$ cat src/rtl/adat_buf_pkg.sv
// Shared types and constants for the channel_buffer read side.
// Frame geometry (256-bit frame = 8 x 32-bit channel words), default slot
// index width, frame index type and the read-scheduler state encoding.
package adat_buf_pkg;

    localparam int unsigned FRAME_BITS        = 256;
    localparam int unsigned WORD_BITS         = 32;
    localparam int unsigned CHANNELS          = 8;
    localparam int unsigned CIRC_BUF_BITS_DEF = 3;
    localparam int unsigned CHAN_BITS         = $clog2(CHANNELS);
    localparam int unsigned BIT_SEL_BITS      = $clog2(WORD_BITS);

    typedef logic [CIRC_BUF_BITS_DEF-1:0] frame_idx_t;

    typedef enum logic [1:0] {
        IDLE = 2'd0,
        LOAD = 2'd1,
        HOLD = 2'd2
    } rd_state_e;

endpackage

$ cat src/rtl/channel_buffer_read_scheduler_if.sv
// Channel-word delivery bus between the read scheduler and its consumer.
//   word_data_o  : channel word, first RAM bit in bit 31
//   word_chan_o  : channel index 0..7
//   word_valid_o : word presented, held until word_ready_i
//   frame_last_o : asserted with the channel-7 word
//   word_ready_i : consumer accepts the word
// master = scheduler side, slave = consumer side.
interface channel_buffer_read_scheduler_if;
    import adat_buf_pkg::*;

    logic [WORD_BITS-1:0] word_data_o;
    logic [CHAN_BITS-1:0] word_chan_o;
    logic                 word_valid_o;
    logic                 frame_last_o;
    logic                 word_ready_i;

    modport master (
        output word_data_o,
        output word_chan_o,
        output word_valid_o,
        output frame_last_o,
        input  word_ready_i
    );

    modport slave (
        input  word_data_o,
        input  word_chan_o,
        input  word_valid_o,
        input  frame_last_o,
        output word_ready_i
    );

endinterface

$ cat src/rtl/frame_fill_tracker.sv
// Tracks completed-but-unread frames in the circular channel buffer.
//   clk, rst_n : clock, async active-low reset
//   running    : receiver stream active
//   last_idx   : index of most recently completed frame
//   accept     : read request taken by the scheduler this cycle
//   fill       : unread complete frames (max 2^N-1)
//   rd_idx     : next slot to read
//   underrun   : pulse, request taken with nothing to read
//   overrun    : pulse, oldest frame dropped on a new completion at full
module frame_fill_tracker #(
    parameter int unsigned CIRC_BUF_BITS = 3
) (
    input  logic                     clk,
    input  logic                     rst_n,
    input  logic                     running,
    input  logic [CIRC_BUF_BITS-1:0] last_idx,
    input  logic                     accept,
    output logic [CIRC_BUF_BITS-1:0] fill,
    output logic [CIRC_BUF_BITS-1:0] rd_idx,
    output logic                     underrun,
    output logic                     overrun
);

    localparam logic [CIRC_BUF_BITS-1:0] IDX_ONE  = CIRC_BUF_BITS'(1);
    localparam logic [CIRC_BUF_BITS-1:0] FILL_MAX = '1;

    logic [CIRC_BUF_BITS-1:0] prev_q, prev_d;
    logic [CIRC_BUF_BITS-1:0] fill_q, fill_d;
    logic [CIRC_BUF_BITS-1:0] rd_q, rd_d;
    logic                     under_d, over_d;
    logic                     new_frame_c, take_c;

    // Fill bookkeeping: completions add, reads remove, full drops the oldest
    always_comb begin
        prev_d      = prev_q;
        fill_d      = fill_q;
        rd_d        = rd_q;
        over_d      = 1'b0;
        new_frame_c = running && (last_idx != prev_q);
        take_c      = accept && (fill_q != '0);
        under_d     = accept && (fill_q == '0);

        if (!running) begin
            prev_d = last_idx;
            fill_d = '0;
            rd_d   = last_idx + IDX_ONE;
        end else begin
            if (new_frame_c) begin
                prev_d = last_idx;
            end
            if (take_c) begin
                rd_d = rd_q + IDX_ONE;
            end
            if (new_frame_c && !take_c) begin
                if (fill_q == FILL_MAX) begin
                    rd_d   = rd_q + IDX_ONE;
                    over_d = 1'b1;
                end else begin
                    fill_d = fill_q + IDX_ONE;
                end
            end else if (take_c && !new_frame_c) begin
                fill_d = fill_q - IDX_ONE;
            end
        end
    end

    always_ff @(posedge clk or negedge rst_n) begin
        if (!rst_n) begin
            prev_q   <= '0;
            fill_q   <= '0;
            rd_q     <= IDX_ONE;
            underrun <= 1'b0;
            overrun  <= 1'b0;
        end else begin
            prev_q   <= prev_d;
            fill_q   <= fill_d;
            rd_q     <= rd_d;
            underrun <= under_d;
            overrun  <= over_d;
        end
    end

    assign fill   = fill_q;
    assign rd_idx = rd_q;

endmodule

$ cat src/rtl/channel_buffer_read_scheduler.sv
// Read-side controller for the channel_buffer circular frame store.
// On request, reads one 256-bit frame bit-serially and delivers it as
// eight 32-bit channel words over a valid/ready bus.
//   clk_x4_i, rst_n_i      : clock, async active-low reset
//   i2s_running_i          : receiver stream active
//   last_good_frame_idx_i  : most recently completed frame slot
//   ram_read_addr_o        : RAM bit address (holds outside LOAD)
//   ram_read_data_i        : RAM bit, one cycle after the address
//   frame_start_i          : request next frame (sampled in IDLE only)
//   word_bus               : channel-word delivery bus (master)
//   fill_level_o           : complete unread frames
//   underrun_o, overrun_o  : event pulses
//   busy_o                 : scheduler not idle
module channel_buffer_read_scheduler
    import adat_buf_pkg::*;
#(
    parameter  int unsigned CIRC_BUF_BITS = CIRC_BUF_BITS_DEF,
    localparam int unsigned ADDR_WIDTH    = CIRC_BUF_BITS + $clog2(FRAME_BITS)
) (
    input  logic                     clk_x4_i,
    input  logic                     rst_n_i,
    input  logic                     i2s_running_i,
    input  logic [CIRC_BUF_BITS-1:0] last_good_frame_idx_i,
    output logic [ADDR_WIDTH-1:0]    ram_read_addr_o,
    input  logic                     ram_read_data_i,
    input  logic                     frame_start_i,
    channel_buffer_read_scheduler_if.master word_bus,
    output logic [CIRC_BUF_BITS-1:0] fill_level_o,
    output logic                     underrun_o,
    output logic                     overrun_o,
    output logic                     busy_o
);

    localparam int unsigned          CNT_BITS = $clog2(WORD_BITS + 1);
    localparam logic [CNT_BITS-1:0]  CNT_ONE  = CNT_BITS'(1);
    localparam logic [CNT_BITS-1:0]  CNT_ADDR = CNT_BITS'(WORD_BITS - 1);
    localparam logic [CNT_BITS-1:0]  CNT_DONE = CNT_BITS'(WORD_BITS);
    localparam logic [CHAN_BITS-1:0] CHAN_MAX = CHAN_BITS'(CHANNELS - 1);
    localparam logic [CHAN_BITS-1:0] CHAN_ONE = CHAN_BITS'(1);

    rd_state_e                state_q, state_d;
    logic [CNT_BITS-1:0]      cnt_q, cnt_d;
    logic [CHAN_BITS-1:0]     chan_q, chan_d;
    logic [CIRC_BUF_BITS-1:0] idx_q, idx_d;
    logic                     zero_q, zero_d;
    logic [WORD_BITS-1:0]     word_q, word_d;
    logic                     valid_q, valid_d;
    logic                     last_q, last_d;
    logic [ADDR_WIDTH-1:0]    addr_q, addr_d;
    logic                     busy_q, busy_d;

    logic                     accept_c;
    logic [CIRC_BUF_BITS-1:0] fill;
    logic [CIRC_BUF_BITS-1:0] rd_idx;

    assign accept_c = (state_q == IDLE) && frame_start_i;

    frame_fill_tracker #(
        .CIRC_BUF_BITS (CIRC_BUF_BITS)
    ) u_tracker (
        .clk      (clk_x4_i),
        .rst_n    (rst_n_i),
        .running  (i2s_running_i),
        .last_idx (last_good_frame_idx_i),
        .accept   (accept_c),
        .fill     (fill),
        .rd_idx   (rd_idx),
        .underrun (underrun_o),
        .overrun  (overrun_o)
    );

    // Next-state and datapath; {slot, chan, bit} concatenation is base + chan*32 + k
    always_comb begin
        state_d = state_q;
        cnt_d   = cnt_q;
        chan_d  = chan_q;
        idx_d   = idx_q;
        zero_d  = zero_q;
        word_d  = word_q;
        valid_d = valid_q;
        last_d  = last_q;
        addr_d  = addr_q;

        case (state_q)
            IDLE: begin
                if (accept_c) begin
                    state_d = LOAD;
                    cnt_d   = '0;
                    chan_d  = '0;
                    idx_d   = rd_idx;
                    zero_d  = (fill == '0);
                    addr_d  = {rd_idx, {CHAN_BITS{1'b0}}, {BIT_SEL_BITS{1'b0}}};
                end
            end
            LOAD: begin
                // RAM data trails the address by one cycle, so capture starts at cnt 1
                if (cnt_q != '0) begin
                    word_d = {word_q[WORD_BITS-2:0], ram_read_data_i & ~zero_q};
                end
                if (cnt_q < CNT_ADDR) begin
                    addr_d = {idx_q, chan_q, BIT_SEL_BITS'(cnt_q + CNT_ONE)};
                end
                cnt_d = cnt_q + CNT_ONE;
                if (cnt_q == CNT_DONE) begin
                    state_d = HOLD;
                    cnt_d   = '0;
                    valid_d = 1'b1;
                    last_d  = (chan_q == CHAN_MAX);
                end
            end
            HOLD: begin
                if (word_bus.word_ready_i) begin
                    valid_d = 1'b0;
                    last_d  = 1'b0;
                    if (chan_q == CHAN_MAX) begin
                        state_d = IDLE;
                        zero_d  = 1'b0;
                    end else begin
                        state_d = LOAD;
                        cnt_d   = '0;
                        chan_d  = chan_q + CHAN_ONE;
                        addr_d  = {idx_q, chan_q + CHAN_ONE, {BIT_SEL_BITS{1'b0}}};
                    end
                end
            end
            default: begin
                state_d = IDLE;
            end
        endcase

        busy_d = (state_d != IDLE);
    end

    always_ff @(posedge clk_x4_i or negedge rst_n_i) begin
        if (!rst_n_i) begin
            state_q <= IDLE;
            cnt_q   <= '0;
            chan_q  <= '0;
            idx_q   <= '0;
            zero_q  <= 1'b0;
            word_q  <= '0;
            valid_q <= 1'b0;
            last_q  <= 1'b0;
            addr_q  <= '0;
            busy_q  <= 1'b0;
        end else begin
            state_q <= state_d;
            cnt_q   <= cnt_d;
            chan_q  <= chan_d;
            idx_q   <= idx_d;
            zero_q  <= zero_d;
            word_q  <= word_d;
            valid_q <= valid_d;
            last_q  <= last_d;
            addr_q  <= addr_d;
            busy_q  <= busy_d;
        end
    end

    assign ram_read_addr_o       = addr_q;
    assign word_bus.word_data_o  = word_q;
    assign word_bus.word_chan_o  = chan_q;
    assign word_bus.word_valid_o = valid_q;
    assign word_bus.frame_last_o = last_q;
    assign fill_level_o          = fill;
    assign busy_o                = busy_q;

endmodule

$ cat src/flat_wrapper.sv
// flat-port wrapper written by rule: the top's interface ports become plain ports
module channel_buffer_read_scheduler_flat import adat_buf_pkg::*;
#(
    parameter  int unsigned CIRC_BUF_BITS = CIRC_BUF_BITS_DEF,
    localparam int unsigned ADDR_WIDTH    = CIRC_BUF_BITS + $clog2(FRAME_BITS)
)
  (clk_x4_i, rst_n_i, i2s_running_i, last_good_frame_idx_i, ram_read_addr_o, ram_read_data_i, frame_start_i, fill_level_o, underrun_o, overrun_o, busy_o, word_bus_word_data_o, word_bus_word_chan_o, word_bus_word_valid_o, word_bus_frame_last_o, word_bus_word_ready_i);
  channel_buffer_read_scheduler_if word_bus_i ();
  input  logic clk_x4_i;
  input  logic rst_n_i;
  input  logic i2s_running_i;
  input  logic [CIRC_BUF_BITS-1:0] last_good_frame_idx_i;
  output logic [ADDR_WIDTH-1:0] ram_read_addr_o;
  input  logic ram_read_data_i;
  input  logic frame_start_i;
  output logic [CIRC_BUF_BITS-1:0] fill_level_o;
  output logic underrun_o;
  output logic overrun_o;
  output logic busy_o;
  output wire logic [$bits(word_bus_i.word_data_o)-1:0] word_bus_word_data_o;
  output wire logic [$bits(word_bus_i.word_chan_o)-1:0] word_bus_word_chan_o;
  output wire logic [$bits(word_bus_i.word_valid_o)-1:0] word_bus_word_valid_o;
  output wire logic [$bits(word_bus_i.frame_last_o)-1:0] word_bus_frame_last_o;
  input wire logic [$bits(word_bus_i.word_ready_i)-1:0] word_bus_word_ready_i;
  assign word_bus_word_data_o = word_bus_i.word_data_o;
  assign word_bus_word_chan_o = word_bus_i.word_chan_o;
  assign word_bus_word_valid_o = word_bus_i.word_valid_o;
  assign word_bus_frame_last_o = word_bus_i.frame_last_o;
  assign word_bus_i.word_ready_i = word_bus_word_ready_i;
  channel_buffer_read_scheduler #(.CIRC_BUF_BITS(CIRC_BUF_BITS)) u_core (.clk_x4_i(clk_x4_i), .rst_n_i(rst_n_i), .i2s_running_i(i2s_running_i), .last_good_frame_idx_i(last_good_frame_idx_i), .ram_read_addr_o(ram_read_addr_o), .ram_read_data_i(ram_read_data_i), .frame_start_i(frame_start_i), .word_bus(word_bus_i), .fill_level_o(fill_level_o), .underrun_o(underrun_o), .overrun_o(overrun_o), .busy_o(busy_o));
endmodule
$ cat config.mk
export PLATFORM = sky130hd
export DESIGN_NAME = channel_buffer_read_scheduler_flat
export DESIGN_NICKNAME = d
export VERILOG_FILES = /design/src/rtl/adat_buf_pkg.sv /design/src/rtl/channel_buffer_read_scheduler_if.sv /design/src/rtl/frame_fill_tracker.sv /design/src/rtl/channel_buffer_read_scheduler.sv /design/src/flat_wrapper.sv
export SDC_FILE = /design/constraint.sdc
export NUM_CORES = 1
export LEC_CHECK = 0
export ABC_AREA = 1
export CAP_MARGIN = 20
export CORE_UTILIZATION = 48
export CTS_CLUSTER_DIAMETER = 100
export DETAILED_ROUTE_END_ITERATION = 16
export MAX_ROUTING_LAYER = met4
export PLACE_DENSITY_LB_ADDON = 0.08
export SLEW_MARGIN = 20
export SYNTH_ARGS = -nofsm -noshare
export SYNTH_HDL_FRONTEND = slang
export SYNTH_SLANG_ARGS = --single-unit
$ cat constraint.sdc
create_clock -name clk_x4_i -period 1.9 [get_ports clk_x4_i]
set_clock_uncertainty 0.15 [all_clocks]
set_input_delay 0.38 -clock clk_x4_i [delete_from_list [all_inputs] [get_ports clk_x4_i]]
set_output_delay 0.38 -clock clk_x4_i [all_outputs]
set_load 0.005 [all_outputs]
# [Yosys cells after proc, flatten, opt, wreduce, memory -nomap -nowiden]
# Cells that the tools add are included.
[totals] register_bits=72 input_bits=9 out_inout_bits=54
[classes] n_addsub=6 magnitude_cmp=1 n_eq_ne=15 mux=41 bitwise_logic=2 n_reduce_logical=24
[ops] operator="2-to-1 mux 11 bit" count=4
[ops] operator="2-to-1 mux 3 bit" count=13
[ops] operator="case mux 11 bit (3 select lines)" count=1
[ops] operator="2-to-1 mux 6 bit" count=4
[ops] operator="case mux 6 bit (3 select lines)" count=1
[ops] operator="adder 3 x 1 -> 3 bit (second input constant)" count=4
[ops] operator="AND reduction 4 bit" count=3
[ops] operator="2-to-1 mux 1 bit" count=10
[ops] operator="!= test 2 x 1 -> 1 bit (second input constant)" count=4
[ops] operator="adder 6 x 1 -> 6 bit (second input constant)" count=1
[ops] operator="equality test 3 bit (second input constant)" count=2
[ops] operator="equality test 6 bit (second input constant)" count=1
[ops] operator="logical AND 1 bit" count=6
[ops] operator="less-than comparator 6 x 5 -> 1 bit (second input constant)" count=1
[ops] operator="2-to-1 mux 2 bit" count=3
[ops] operator="!= test 2 bit (second input constant)" count=3
[ops] operator="case mux 1 bit (2 select lines)" count=3
[ops] operator="case mux 2 bit (3 select lines)" count=1
[ops] operator="case mux 3 bit (2 select lines)" count=1
[ops] operator="AND reduction 2 bit" count=3
[ops] operator="nonzero test 2 bit" count=3
[ops] operator="nonzero test 3 bit" count=2
[ops] operator="nonzero test 6 bit" count=1
[ops] operator="AND reduction 5 bit" count=1
[ops] operator="12 further kinds" count=13

# [Longest topological paths before layout]
[logic_depth] depth_word=7 mapped_depth=17 mapped_depth_nobuf=17

# [Cells and area by module]
# A second synthesis with hierarchy kept.
[unflattened] cells_unflattened=418 area_unflattened_um2=3545.9
[by_module_without_submodules] module="channel_buffer_read_scheduler" n_inst=1 cells_per_inst=315 area_per_inst_um2=2805.2 seq_area_each_um2=1526.5
[by_module_without_submodules] module="frame_fill_tracker" n_inst=1 cells_per_inst=103 area_per_inst_um2=740.7 seq_area_each_um2=276.5

# [Worst setup path before layout]
# Ideal clock, no wire load.
[synth_path] path_kind="flip-flop to flip-flop" from="register u_core.state_q[0]" to="register u_core.u_tracker.fill_q[2] (netlist: u_core.u_tracker.fill[2])" setup_time_ps=116 arrival_time_ps=1801 t_required_ps=1634 setup_slack_ps=-167 path_stages_with_launch=18 path_buffers=0 period_less_slack_ps=2067 cell_sequence="dfrtp_1 inv_1 ha_1 nand2_2 clkinv_4 nand2_4 nand3_4 inv_4 nand2_1 nand2_1 inv_1 ha_1 inv_1 nand2_1 nand2_1 nand2_1 nand2_1 nand2_1"
[synth_via] elab_chain_len=7
[synth_rtl] item="start: declaration" line_no="channel_buffer_read_scheduler.sv:41" source="rd_state_e state_q, state_d;"
[synth_rtl] item="start signal: assignment" line_no="channel_buffer_read_scheduler.sv:147" source="state_q <= state_d;"
[synth_rtl] item="logical NOT 2 bit *" line_no="channel_buffer_read_scheduler.sv:56" source="assign accept_c = (state_q == IDLE) && frame_start_i;"
[synth_rtl] item="logical AND 1 bit *" line_no="channel_buffer_read_scheduler.sv:56"
[synth_rtl] item="logical AND 1 bit *" line_no="frame_fill_tracker.sv:40" source="take_c = accept && (fill_q != '0);"
[synth_rtl] item="logical NOT 1 bit" line_no="frame_fill_tracker.sv:54" source="if (new_frame_c && !take_c) begin"
[synth_rtl] item="logical AND 1 bit" line_no="frame_fill_tracker.sv:54"
[synth_rtl] item="!= test 3 bit (no line) (tied with other cells)"
[synth_rtl] item="AND reduction 2 bit (no line) or 2-to-1 mux 3 bit (tied branches)"
[synth_rtl] item="end signal: assignment" line_no="frame_fill_tracker.sv:76" source="fill_q <= fill_d;"
[synth_rtl] item="end: declaration" line_no="frame_fill_tracker.sv:28" source="logic [CIRC_BUF_BITS-1:0] fill_q, fill_d;"
# Mark *: on every way between the ends. The rest lies on a longest branch, timed or not.
# A chain may end at the register's enable or synchronous reset.

# [Worst setup path after layout]
[layout_path] from="register u_core.u_tracker.fill_q[2] (netlist: u_core.u_tracker.fill[2])" to="output fill_level_o[2]"
[layout_rtl] item="end: declaration" line_no="flat_wrapper.sv:16" source="output logic [CIRC_BUF_BITS-1:0] fill_level_o;"
# No word-level cell between the ends.

==> results.ini <==
[die]
io_pins=63
row_count=31
core_area_um2=7210
chipWidth_um=88.3
die_height_um=88.3
die_area_um2=7800
start_util_pct=49.6

[placement]
globalplace.congestion=0.857
dp_hpwl_mm=5.13
io_buffers=62
pre_cts_slack_ns=-0.330
placed_cells=535

[setup_path]
critPathLaunchType=flop
slowest_stage=clkdlybuf4s50_1
crit_chain=buf_4, clkdlybuf4s50_1
cp_slowest_stage_delay_ns=0.49
required_ns=1.37
crit_fanout=4
crit_path_end_kind=primary output
crit_type=flop to primary output
worstPathArrival_ns=1.33

[clock_tree]
clock_path_buffers=2
htreeDepth=3
cts_tree=done
root_buffer=clkbuf_8
cts_buffers=9
cts.sinks=72
clk_latency_ns=0.35
clk_pin_slew_ns=0.08

[synth]
netlist.area_leader.share_pct=49.7
syn_area_um2=3580
syn_area_per_cell_um2=10.1
ys_seq_area_share_pct=50.4
synth-seq-cells=72
synth.distinct_cells=41
yosys.area.top_type=dfrtp_1
synth_warnings=0
synth_area_leaders=dfrtp_1, nand2_1, mux2_2
syn_nets=374
postSynthCellCount=354

[global_routing]
grt_pass1_wl_mm=11.9
grt_pass1_vias=2551
grt-ovfl-total=0
grt_max_degree=73
track_usage_pct=20.7
antenna_found_initial=0

[timing]
worst_slack_ns=0.0357
fin_crit_sh_pct=98.1
fin_crit_ns=1.86
setup_violations=0
hold-worst-slack_ns=0.0770
hold_violations=0
setup_tns_ns=0
drv_slew=0
max_slew_margin_pct=73.4
rsz0062_at_grt=true
fmax_mhz=536
tightest_slew_ns=0.399

[route]
route.detailed.wl_per_inst_um=12.6
dr.pass1.iters=4
drcViolationCount=0
drtIter0Drc=98
via_count=2712
ant_nets=0
drt_wl_total_mm=7.05
vias_per_cell=4.86

[power_and_ir_drop]
power_frac_clock_pct=20.1
p_leak_nw=2.47
p_switching_mw=2.32
intPower_mw=4.51
ir_drop_uv=845
p_seq_share_pct=33.4
pwr-share-comb_pct=46.5
swShare_pct=34.0
fin_total_pwr_mw=6.83
powerDensity_nw_per_um2=1400

[cells_and_area]
antenna_cells=0
syn2layout_area_growth_pct=36.3
final_cells=558
drive_above_1_share_pct=27.9
fin_nets=474

[outcome]
status=finished, final reports clean

[flow_run]
drv_cap=0

[min_path]
hold_class=primary input to flop

## cell type report
| type | count | area [um2] |
|---|---|---|
| Clock buffer | 10 | 138 |
| Clock inverter | 6 | 92.6 |
| Fill cell | 587 | 2340 |
| Inverter | 41 | 164 |
| Multi-Input combinational cell | 231 | 1590 |
| Sequential cell | 72 | 1800 |
| Tap cell | 99 | 124 |
| Timing Repair Buffer | 99 | 960 |
## metal layers
metal | vias to the layer above | GRT usage [%] | share of wire [%] | routed length [um]
li1 | 1363 | - | - | -
met3 | 8 | 4.48 | 4.1 | 287
met1 | 1283 | 27.4 | 48 | 3360
met5 | - | - | 0 | 0
met2 | 58 | 31.3 | 47 | 3320
met4 | 0 | 7.18 | 1.2 | 87
## worst max-delay path, delay by kind of cell, from the launching register on
family	cells	cell delay, ns
buffers and inverters	2	0.62
flip-flops	1	0.36
## final timing paths
| check | slack [ns] | endpoint | from | cells past startpoint |
|---|---|---|---|---|
| setup / recovery | 0.04 | fill_level_o[2] | u_core.u_tracker.fill[2] | 2 |
| hold / removal | 0.08 | u_core.u_tracker.prev_q[0] | last_good_frame_idx_i[0] | 1 |
| setup reg to reg | 0.04 | u_core.ram_read_addr_o[4] | u_core.state_q[1] | 8 |
| hold reg to reg | 0.34 | u_core.idx_q[1] | u_core.idx_q[1] | 2 |
| max in group asynchronous | 0.81 | u_core.u_tracker.rd_idx[0] | rst_n_i | 3 |
| min in group asynchronous | 0.42 | u_core.ram_read_addr_o[0] | rst_n_i | 3 |
## registers in the layout (all words and copies together) (netlist names)
name and cells:
u_core.busy_o 1, u_core.u_tracker.fill 3, u_core.u_tracker.overrun 1, u_core.u_tracker.underrun 1, u_core.word_bus.frame_last_o 1, u_core.zero_q 1, u_core.u_tracker.rd_idx 3, u_core.cnt_q 6
u_core.word_bus.word_chan_o 3, u_core.u_tracker.prev_q 3, u_core.ram_read_addr_o 11, u_core.word_bus.word_valid_o 1, u_core.word_bus.word_data_o 32, u_core.idx_q 3, u_core.state_q 2
## repair_timing
item,in CTS,in global routing
resized for setup,0,20
endpoints found under the hold margin,71,0
setup endpoints to repair,0,48
setup buffers,0,6
hold buffers,1,0
## power groups by stage
| stage | sequential, mW | clock [mW] | combinational [mW] |
|---|---|---|---|
| after floorplan | 2.32 | 0 | 1.80 |
| after global placement | 2.30 | 0 | 3.08 |
| after detailed placement | 2.32 | 0 | 3.12 |
| after CTS | 2.29 | 1.41 | 3.13 |
| after global routing | 2.35 | 1.49 | 3.51 |
| final | 2.28 | 1.38 | 3.17 |
## kinds of logic after synthesis
logic type	after synthesis	share of synthesized area [%]
flip-flops	72	50.4
multiplexers	31	10.1
adder cells (fa/ha/maj)	11	3.85
AND/OR/NAND/NOR	143	20.7
buffers and inverters	51	6.75
XOR/XNOR	5	1.22
AO/OA/AOI/OAI	41	7.00
## placed cells by master (no fill, tap or decap), drive strengths merged, types with 3 or more instances in the layout
cell type,n
ha,11
clkbuf,10
clkdlybuf4s50,55
nand3,22
mux2,31
dlymetal6s2s,6
xnor2,3
inv,40
clkinv,3
dfrtp,71
a21oi,9
a31oi,5
buf,37
nor3,5
nand2,91
nor2,21
o21ai,21
## through the flow
| stage | instance area [um2] | util, % |
|---|---|---|
| final | 4870 | 67.6 |
| after global routing | 4870 | 67.6 |
| after CTS | 4770 | 66.1 |
| after detailed placement | 4530 | 62.8 |
| after global placement | 4530 | 62.8 |
| after floorplan | 3610 | - |
## synth_stat cells (all sizes together)
master,instances
o211ai,1
a22oi,1
or2,1
mux2,31
clkbuf,3
xor2,2
nand3,22
nand4,2
o31ai,1
clkinv,1
o22ai,2
nor3,5
xnor2,3
nand3b,1
o21ai,21
a31oi,5
nor2,21
a21oi,9
dfstp,1
nand2,91
ha,11
dfrtp,71
inv,40
a211oi,1
buf,7
Note: power is estimated with default switching activity, not from simulation.
